`config.mk`:
```
export PLATFORM = sky130hd
export DESIGN_NAME = scan_misr_check_flat
export DESIGN_NICKNAME = d
export VERILOG_FILES = /design/src/rtl/scan_misr_check_if.sv /design/src/rtl/scan_misr_check.sv /design/src/flat_wrapper.sv
export SDC_FILE = /design/constraint.sdc
export NUM_CORES = 1
export LEC_CHECK = 0
export CAP_MARGIN = 20
export CORE_ASPECT_RATIO = 1.2
export CORE_MARGIN = 10
export CORE_UTILIZATION = 56
export CTS_BUF_LIST = sky130_fd_sc_hd__clkbuf_2
export CTS_CLUSTER_SIZE = 30
export DETAILED_ROUTE_END_ITERATION = 10
export PLACE_DENSITY = 0.9
export RECOVER_POWER = 25
export SLEW_MARGIN = 10
export SYNTH_ARGS = -nofsm -noshare
export SYNTH_HDL_FRONTEND = slang
export SYNTH_SLANG_ARGS = --single-unit
export TNS_END_PERCENT = 1
```
`constraint.sdc`:
```
create_clock -name clk -period 5.55 [get_ports clk]
set_input_delay 0.555 -clock clk [delete_from_list [all_inputs] [get_ports clk]]
set_output_delay 0.555 -clock clk [all_outputs]
set_load 0.02 [all_outputs]
```
`src/rtl/scan_misr_check_if.sv`:
```
// Bundles the scan-compaction control, stimulus and result signals of scan_misr_check.
// The master side drives the scan stream and control pulses; the slave side is the checker.
interface scan_misr_check_if #(
    parameter int CHAINS = 8,
    parameter int LENW   = 12
);
    logic              scan_en;
    logic [CHAINS-1:0] so;
    logic [CHAINS-1:0] so_mask;
    logic              start;
    logic              stop;
    logic [LENW-1:0]   len;
    logic [31:0]       sig_exp;
    logic [31:0]       misr;
    logic [15:0]       pat_cnt;
    logic              busy;
    logic              done;
    logic              pass;
    logic              len_err;

    modport master (
        output scan_en, so, so_mask, start, stop, len, sig_exp,
        input  misr, pat_cnt, busy, done, pass, len_err
    );

    modport slave (
        input  scan_en, so, so_mask, start, stop, len, sig_exp,
        output misr, pat_cnt, busy, done, pass, len_err
    );
endinterface

```
`src/rtl/scan_misr_check.sv`:
```
// Scan-out compactor: folds masked chain outputs into a 32-bit MISR over a test session,
// counts load/unload operations, flags wrong shift lengths and compares the final signature.
module scan_misr_check #(
    parameter int          CHAINS = 8,
    parameter logic [31:0] POLY   = 32'h04C11DB7,
    parameter int          LENW   = 12
) (
    input  logic              clk,
    input  logic              rstz,
    scan_misr_check_if.slave  bus
);

    typedef enum logic [1:0] {
        ST_IDLE = 2'b00,
        ST_RUN  = 2'b01,
        ST_DONE = 2'b10
    } state_t;

    state_t          state_r;
    state_t          state_nxt_s;
    logic [31:0]     misr_r;
    logic [31:0]     misr_nxt_s;
    logic [15:0]     pat_cnt_r;
    logic [15:0]     pat_cnt_nxt_s;
    logic [LENW-1:0] shift_cnt_r;
    logic [LENW-1:0] shift_cnt_nxt_s;
    logic [LENW-1:0] shift_inc_s;
    logic [LENW-1:0] count_s;
    logic            len_err_r;
    logic            len_err_nxt_s;
    logic            scan_en_d_r;
    logic            scan_en_d_nxt_s;
    logic            pass_r;
    logic            pass_nxt_s;
    logic            busy_r;
    logic            done_r;
    logic            load_end_s;

    // One Galois-form MISR step: multiply by x modulo the feedback polynomial, then inject data.
    function automatic logic [31:0] misr_step(input logic [31:0] cur, input logic [31:0] din);
        misr_step = {cur[30:0], 1'b0} ^ (cur[31] ? POLY : 32'h0000_0000) ^ din;
    endfunction

    assign shift_inc_s = (&shift_cnt_r) ? shift_cnt_r : shift_cnt_r + LENW'(1);

    // Session state transitions; start always takes priority over stop.
    always_comb begin
        state_nxt_s = state_r;
        case (state_r)
            ST_IDLE: begin
                if (bus.start) state_nxt_s = ST_RUN;
                else           state_nxt_s = ST_IDLE;
            end
            ST_RUN: begin
                if (bus.start)     state_nxt_s = ST_RUN;
                else if (bus.stop) state_nxt_s = ST_DONE;
                else               state_nxt_s = ST_RUN;
            end
            ST_DONE: begin
                if (bus.start) state_nxt_s = ST_RUN;
                else           state_nxt_s = ST_DONE;
            end
            default: state_nxt_s = ST_IDLE;
        endcase
    end

    // Datapath next values: seeding, compaction, end-of-load bookkeeping and the final compare.
    always_comb begin
        misr_nxt_s      = misr_r;
        pat_cnt_nxt_s   = pat_cnt_r;
        shift_cnt_nxt_s = shift_cnt_r;
        len_err_nxt_s   = len_err_r;
        scan_en_d_nxt_s = 1'b0;
        pass_nxt_s      = pass_r;
        count_s         = shift_cnt_r;
        load_end_s      = 1'b0;
        if (bus.start) begin
            misr_nxt_s      = 32'hFFFF_FFFF;
            pat_cnt_nxt_s   = 16'h0000;
            shift_cnt_nxt_s = {LENW{1'b0}};
            len_err_nxt_s   = 1'b0;
            pass_nxt_s      = 1'b0;
        end else if (state_r == ST_RUN) begin
            scan_en_d_nxt_s = bus.scan_en;
            if (bus.scan_en) begin
                // masked chains are ANDed to 0 first, so an unknown there never reaches the MISR
                misr_nxt_s      = misr_step(misr_r, 32'(bus.so & bus.so_mask));
                count_s         = shift_inc_s;
                shift_cnt_nxt_s = shift_inc_s;
                load_end_s      = bus.stop;
            end else begin
                load_end_s      = scan_en_d_r;
            end
            if (load_end_s) begin
                pat_cnt_nxt_s   = (&pat_cnt_r) ? pat_cnt_r : pat_cnt_r + 16'd1;
                shift_cnt_nxt_s = {LENW{1'b0}};
                len_err_nxt_s   = len_err_r | (count_s != bus.len);
            end else begin
                len_err_nxt_s   = len_err_r;
            end
            if (bus.stop) pass_nxt_s = (misr_nxt_s == bus.sig_exp);
            else          pass_nxt_s = pass_r;
        end else begin
            pass_nxt_s = pass_r;
        end
    end

    // State register and registered state decodes.
    always_ff @(posedge clk or negedge rstz) begin
        if (!rstz) begin
            state_r <= ST_IDLE;
            busy_r  <= 1'b0;
            done_r  <= 1'b0;
        end else begin
            state_r <= state_nxt_s;
            busy_r  <= (state_nxt_s == ST_RUN);
            done_r  <= (state_nxt_s == ST_DONE);
        end
    end

    // Datapath registers.
    always_ff @(posedge clk or negedge rstz) begin
        if (!rstz) begin
            misr_r      <= 32'hFFFF_FFFF;
            pat_cnt_r   <= 16'h0000;
            shift_cnt_r <= {LENW{1'b0}};
            len_err_r   <= 1'b0;
            scan_en_d_r <= 1'b0;
            pass_r      <= 1'b0;
        end else begin
            misr_r      <= misr_nxt_s;
            pat_cnt_r   <= pat_cnt_nxt_s;
            shift_cnt_r <= shift_cnt_nxt_s;
            len_err_r   <= len_err_nxt_s;
            scan_en_d_r <= scan_en_d_nxt_s;
            pass_r      <= pass_nxt_s;
        end
    end

    assign bus.misr    = misr_r;
    assign bus.pat_cnt = pat_cnt_r;
    assign bus.busy    = busy_r;
    assign bus.done    = done_r;
    assign bus.pass    = pass_r;
    assign bus.len_err = len_err_r;

endmodule

```
`src/flat_wrapper.sv`:
```
// flat-port wrapper written by rule: the top's interface ports become plain ports
module scan_misr_check_flat 
#(
    parameter int          CHAINS = 8,
    parameter logic [31:0] POLY   = 32'h04C11DB7,
    parameter int          LENW   = 12
)
  (clk, rstz, bus_scan_en, bus_so, bus_so_mask, bus_start, bus_stop, bus_len, bus_sig_exp, bus_misr, bus_pat_cnt, bus_busy, bus_done, bus_pass, bus_len_err);
  scan_misr_check_if #(.CHAINS(CHAINS), .LENW(LENW)) bus_i ();
  input  logic clk;
  input  logic rstz;
  input wire logic [$bits(bus_i.scan_en)-1:0] bus_scan_en;
  input wire logic [$bits(bus_i.so)-1:0] bus_so;
  input wire logic [$bits(bus_i.so_mask)-1:0] bus_so_mask;
  input wire logic [$bits(bus_i.start)-1:0] bus_start;
  input wire logic [$bits(bus_i.stop)-1:0] bus_stop;
  input wire logic [$bits(bus_i.len)-1:0] bus_len;
  input wire logic [$bits(bus_i.sig_exp)-1:0] bus_sig_exp;
  output wire logic [$bits(bus_i.misr)-1:0] bus_misr;
  output wire logic [$bits(bus_i.pat_cnt)-1:0] bus_pat_cnt;
  output wire logic [$bits(bus_i.busy)-1:0] bus_busy;
  output wire logic [$bits(bus_i.done)-1:0] bus_done;
  output wire logic [$bits(bus_i.pass)-1:0] bus_pass;
  output wire logic [$bits(bus_i.len_err)-1:0] bus_len_err;
  assign bus_i.scan_en = bus_scan_en;
  assign bus_i.so = bus_so;
  assign bus_i.so_mask = bus_so_mask;
  assign bus_i.start = bus_start;
  assign bus_i.stop = bus_stop;
  assign bus_i.len = bus_len;
  assign bus_i.sig_exp = bus_sig_exp;
  assign bus_misr = bus_i.misr;
  assign bus_pat_cnt = bus_i.pat_cnt;
  assign bus_busy = bus_i.busy;
  assign bus_done = bus_i.done;
  assign bus_pass = bus_i.pass;
  assign bus_len_err = bus_i.len_err;
  scan_misr_check #(.CHAINS(CHAINS), .POLY(POLY), .LENW(LENW)) u_core (.clk(clk), .rstz(rstz), .bus(bus_i));
endmodule
```
Yosys cells after proc, flatten, opt, wreduce, memory -nomap -nowiden --
Index checks and enable logic that the tools add are counted.
Operators by class: add/sub/neg operators 2, equal/unequal tests 7, mux-type cells 33, bitwise operators 4, reduce and logical (&&, ||, !) cells 9
Operator list (count):
- $mux W32 | 5
- $mux W12 | 7
- $mux W16 | 4
- $xor A32 B32 Y32 | 2
- $eq A32 B32 Y1 | 1
- $mux W27 | 1
- $add A16 B1 Y16 const B | 1
- $reduce_and A16 Y1 | 1
- $add A12 B1 Y12 const B | 1
- $mux W1 | 12
- $ne A12 B12 Y1 | 1
- $reduce_and A12 Y1 | 1
- $and A8 B8 Y8 | 1
- $mux W2 | 3
- $pmux W2 S3 | 1
- $reduce_bool A2 Y1 | 3
- $eq A2 B1 Y1 const B | 2
- $eq A2 B2 Y1 const B | 2
- $reduce_and A2 Y1 | 2
- $reduce_and A3 Y1 | 1
- $logic_not A2 Y1 | 1
- $ne A2 B2 Y1 const B | 1
- $or A1 B1 Y1 | 1
Word-level totals: register bits 67, input port bits 65, output and inout bits 52, word-level logic and storage cells 64

Longest topological paths before layout --
depth in word-level cells 10, mapped depth 8, gate-level depth less buffers 7

Least setup slack after synthesis --
No wires, ideal clock.
path kind register -> register, from reg u_core.shift_cnt_r[0], to reg u_core.len_err_r, in the netlist u_core.bus.len_err, library setup time 0.133 ns, arrival time 1.987 ns, data required time 5.417 ns, path slack 3.430 ns, stages on the path, launching flop included 9, path buffers 1, clock period less this slack 2.120 ns, path through dfrtp_1 -> ha_1 -> nand3_1 -> or3_1 -> buf_6 -> and3_4 -> a221o_1 -> nor4_2 -> a31oi_1
On the way: cells in the longest elaborated chain, start to end 10, elaborated cells on any way between the ends 11, those cells by class add/sub (1); eq/ne (1); mux (7); bitwise (1); reduce/logical (1)
RTL lines:
- start: declaration | RTL line scan_misr_check.sv:25 | logic [LENW-1:0] shift_cnt_r;
- start signal: assignment | RTL line scan_misr_check.sv:126 | shift_cnt_r <= {LENW{1'b0}};
- start signal: assignment | RTL line scan_misr_check.sv:133 | shift_cnt_r <= shift_cnt_nxt_s;
- $add A12 B1 Y12 / $reduce_and A12 Y1 (equally long branches) | RTL line scan_misr_check.sv:44 | assign shift_inc_s = (&shift_cnt_r) ? shift_cnt_r : shift_cnt_r + LENW'(1);
- $mux W12 | RTL line scan_misr_check.sv:44
- $mux W12 * | RTL line scan_misr_check.sv:85 | if (bus.scan_en) begin
- $mux W12 * | RTL line scan_misr_check.sv:83 | end else if (state_r == ST_RUN) begin
- $mux W12 * | RTL line scan_misr_check.sv:77 | if (bus.start) begin
- $ne A12 B12 Y1 * | RTL line scan_misr_check.sv:97 | len_err_nxt_s = len_err_r | (count_s != bus.len);
- $or A1 B1 Y1 * | RTL line scan_misr_check.sv:97
- $mux W1 * | RTL line scan_misr_check.sv:94 | if (load_end_s) begin
- $mux W1 * | RTL line scan_misr_check.sv:83
- $mux W1 * | RTL line scan_misr_check.sv:77
- end signal: assignment | RTL line scan_misr_check.sv:134 | len_err_r <= len_err_nxt_s;
- end: declaration | RTL line scan_misr_check.sv:29 | logic len_err_r;
Every way passes the cells marked *; elsewhere a longest branch is shown, timed or not. The select of a mux whose other input is x is not followed. A chain may end at the register's enable or synchronous reset.

==> impl_metrics.json <==
{
  "ys_types": 62,
  "die_w_um": 104,
  "syn_avg_cell_area_sq_um": 8.93,
  "wirelength_um": 13700,
  "power_frac_clock_pct": 32.2,
  "ctsHoldBuffers": 0,
  "pwr_density_cell_nw_per_um2": 245,
  "min_path_type": "flip-flop to flip-flop",
  "fill_cells": 584,
  "ys_ff_latch": 67,
  "drive_above_1_share_pct": 9.64,
  "seq_area_sq_um": 1720,
  "ctsResizeCount": 0,
  "pin_count": 117,
  "synth_top_area_share_pct": 18.6,
  "rsz0062_at_grt": "false",
  "syn2layout_area_growth_pct": 28.2,
  "cpPeakStageDelay_ns": 2.47,
  "min_from": "u_core.bus.misr[9]",
  "cts_made_buffers": 9,
  "yosys_most_used_dff": "dfrtp_1",
  "htreeDepth": 3,
  "drtIter0Drc": 337,
  "hold_viol": 0,
  "finalMaxSlewViolations": 68,
  "clock_path_buffers": 2,
  "fin_setup_tns_ns": 0,
  "cp-end-kind": "async pin",
  "slew_headroom_pct": -137,
  "grt.overflow.total": 0,
  "synth.most_common_cell": "nand2_1",
  "setup.worst_path.start_class": "input port",
  "cts_setup_buffers": 0,
  "core-area_sq_um": 8150,
  "critPathLaunch": "rstz",
  "multi_input_area_sq_um": 2760,
  "p_switching_w": 0.000459,
  "cp.buffers_inverters": 2,
  "num_vias": 4470,
  "fmax_ghz": 0.305,
  "grt_max_degree": 68,
  "synthArstFlopShare_pct": 100,
  "postSynthCellCount": 528,
  "port_buffers": 116,
  "grtUsageTotal_pct": 21.8,
  "num_rows": 36,
  "swShare_pct": 31.0,
  "max_cap_viol_count": 1,
  "synth_top_cell_by_area": "dfrtp_1",
  "placement.setup.worst_slack_ns": 2.39,
  "synth-edff-count": 0,
  "intPower_w": 0.00102,
  "min_period_over_period_pct": 59.0,
  "peakVddDrop_uv": 183,
  "syn_area_sq_um": 4710,
  "setup_violations": 0,
  "crit_family": "buffers and inverters",
  "antenna_found_initial": 0,
  "grt_pass1_vias": 4537,
  "ant_nets": 0,
  "critPathKind": "input port to async pin",
  "start_util_pct": 57.8,
  "leakage_nw": 2.46,
  "timing.rr.start": "u_core.bus.misr[31]",
  "die-height_um": 121,
  "antenna-diode-count": 0,
  "synthTopCellsByCount": "nand2_1, nor2_1, xor2_1",
  "cpMaxStageDelayCell": "clkbuf_1",
  "crit_arrival_ns": 3.16,
  "yosys_warnings": 0,
  "crit_chain": "buf_2 -> clkbuf_1",
  "place_hpwl_um": 10000,
  "tightest_slew_ns": 3.56,
  "die_area_sq_um": 12500,
  "violations": "max-capacitance violations, max-slew violations",
  "ys_seq_area_share_pct": 36.4,
  "clk_transition_reported_paths_ns": 0.19,
  "cts_tree": "yes",
  "period_needed_ns": 3.28,
  "critPathMaxFanout": 67,
  "timing.hold.ws_ns": 0.535,
  "synth_fp_nets": 595,
  "clkLatencyLatePin_ns": 0.54,
  "synth.area.top_cells": "dfrtp_1, dfstp_2, xor2_1",
  "combPwrFrac_pct": 27.5,
  "fin_ws_ns": 2.27,
  "dr.pass1.iters": 6,
  "vias_per_cell": 5.98,
  "gp_routability_congestion": 0.941,
  "wl_per_cell_um": 18.4,
  "crit_required_ns": 5.43,
  "finalClockSkew_ns": 0.0257,
  "finalNetCount": 695,
  "status": "complete, but fails checks",
  "clock-sinks": 67,
  "clock-root-buffer": "clkbuf_2",
  "pwr-share-seq_pct": 40.3,
  "drc": 0,
  "grt_pass1_wl_um": 22700
}
sequential cells by signal, indices dropped and copies added (netlist names):
name,count
u_core.bus.busy,1
u_core.bus.done,1
u_core.bus.len_err,1
u_core.bus.misr,32
u_core.bus.pass,1
u_core.bus.pat_cnt,16
u_core.scan_en_d_r,1
u_core.shift_cnt_r,12
u_core.state_r,2
metal layers:
layer  vias to the layer above  wire, um  global-route usage (%)
li1                       2092         -                       -
met4                         0       418                    10.6
met1                      2157      5260                    24.2
met5                         -         0                       0
met2                       187      7070                    38.2
met3                        34       996                    5.47
power groups by stage:
stage	clock network, W	logic (W)	registers (W)
3_5_place_dp	0	0.000405	0.000604
4_1_cts	0.000478	0.000411	0.000596
6_report	0.000477	0.000408	0.000597
5_1_grt	0.000499	0.000445	0.000604
2_1_floorplan	0	0.000207	0.000625
3_3_place_gp	0	0.000394	0.000603
worst register-to-register path, cell delays in order, from the launching register on:
cell and delay (ns):
dfstp_2 0.95, xnor2_1 0.23, a2111oi_0 0.74, a21oi_1 0.20, or4_1 0.46, o31ai_1 0.24
cells in the final DEF, fill, tap and decap left out, types with 17 or more instances in the layout:
| cell type | n |
|---|---|
| a211o_1 | 18 |
| a21oi_1 | 33 |
| clkdlybuf4s50_1 | 113 |
| dfrtp_1 | 35 |
| dfstp_2 | 32 |
| nand2_1 | 55 |
| nand3_1 | 17 |
| nor2_1 | 52 |
| xnor2_1 | 33 |
| xor2_1 | 44 |
kinds of logic after synthesis:
kind of cell | Yosys count | share of synthesized area [%]
multiplexers | 18 | 3.87
AND/OR/NAND/NOR | 210 | 23.4
flip-flops | 67 | 36.4
adder cells (fa/ha/maj) | 2 | 0.531
XOR/XNOR | 78 | 14.8
AO/OA/AOI/OAI | 109 | 16.0
buffers and inverters | 44 | 5.10
layout make-up:
class / count / area share [%]
tap: 114 / 2.36
sequential: 67 / 28.4
clock buffer: 9 / 0.745
clock inverter: 7 / 2.69
inverter: 13 / 0.807
multi-input combinational: 417 / 45.6
timing repair buffer: 120 / 19.4
metrics by stage:
step	total power, W	instance area (sq um)	util (%)	std cells
final	0.00148	6040	74.1	747
after CTS	0.00149	6050	74.2	747
after detailed placement	0.00101	5840	71.6	731
after floorplan	0.000832	4710	-	528
after global routing	0.00155	6040	74.1	747
after global placement	0.000997	5830	71.6	730
path summary, 6_finish.rpt:
path | slack, ns | end | depth (start not counted)
max | 2.27 | u_core.bus.busy | 2
min | 0.53 | u_core.bus.misr[9] | 2
max reg2reg | 2.65 | u_core.bus.pass | 5
min reg2reg | 0.53 | u_core.bus.misr[9] | 2
max in group clk | 2.65 | u_core.bus.pass | 5
min in group asynchronous | 1.27 | u_core.shift_cnt_r[5] | 2
(Power assumes the default switching activity.)
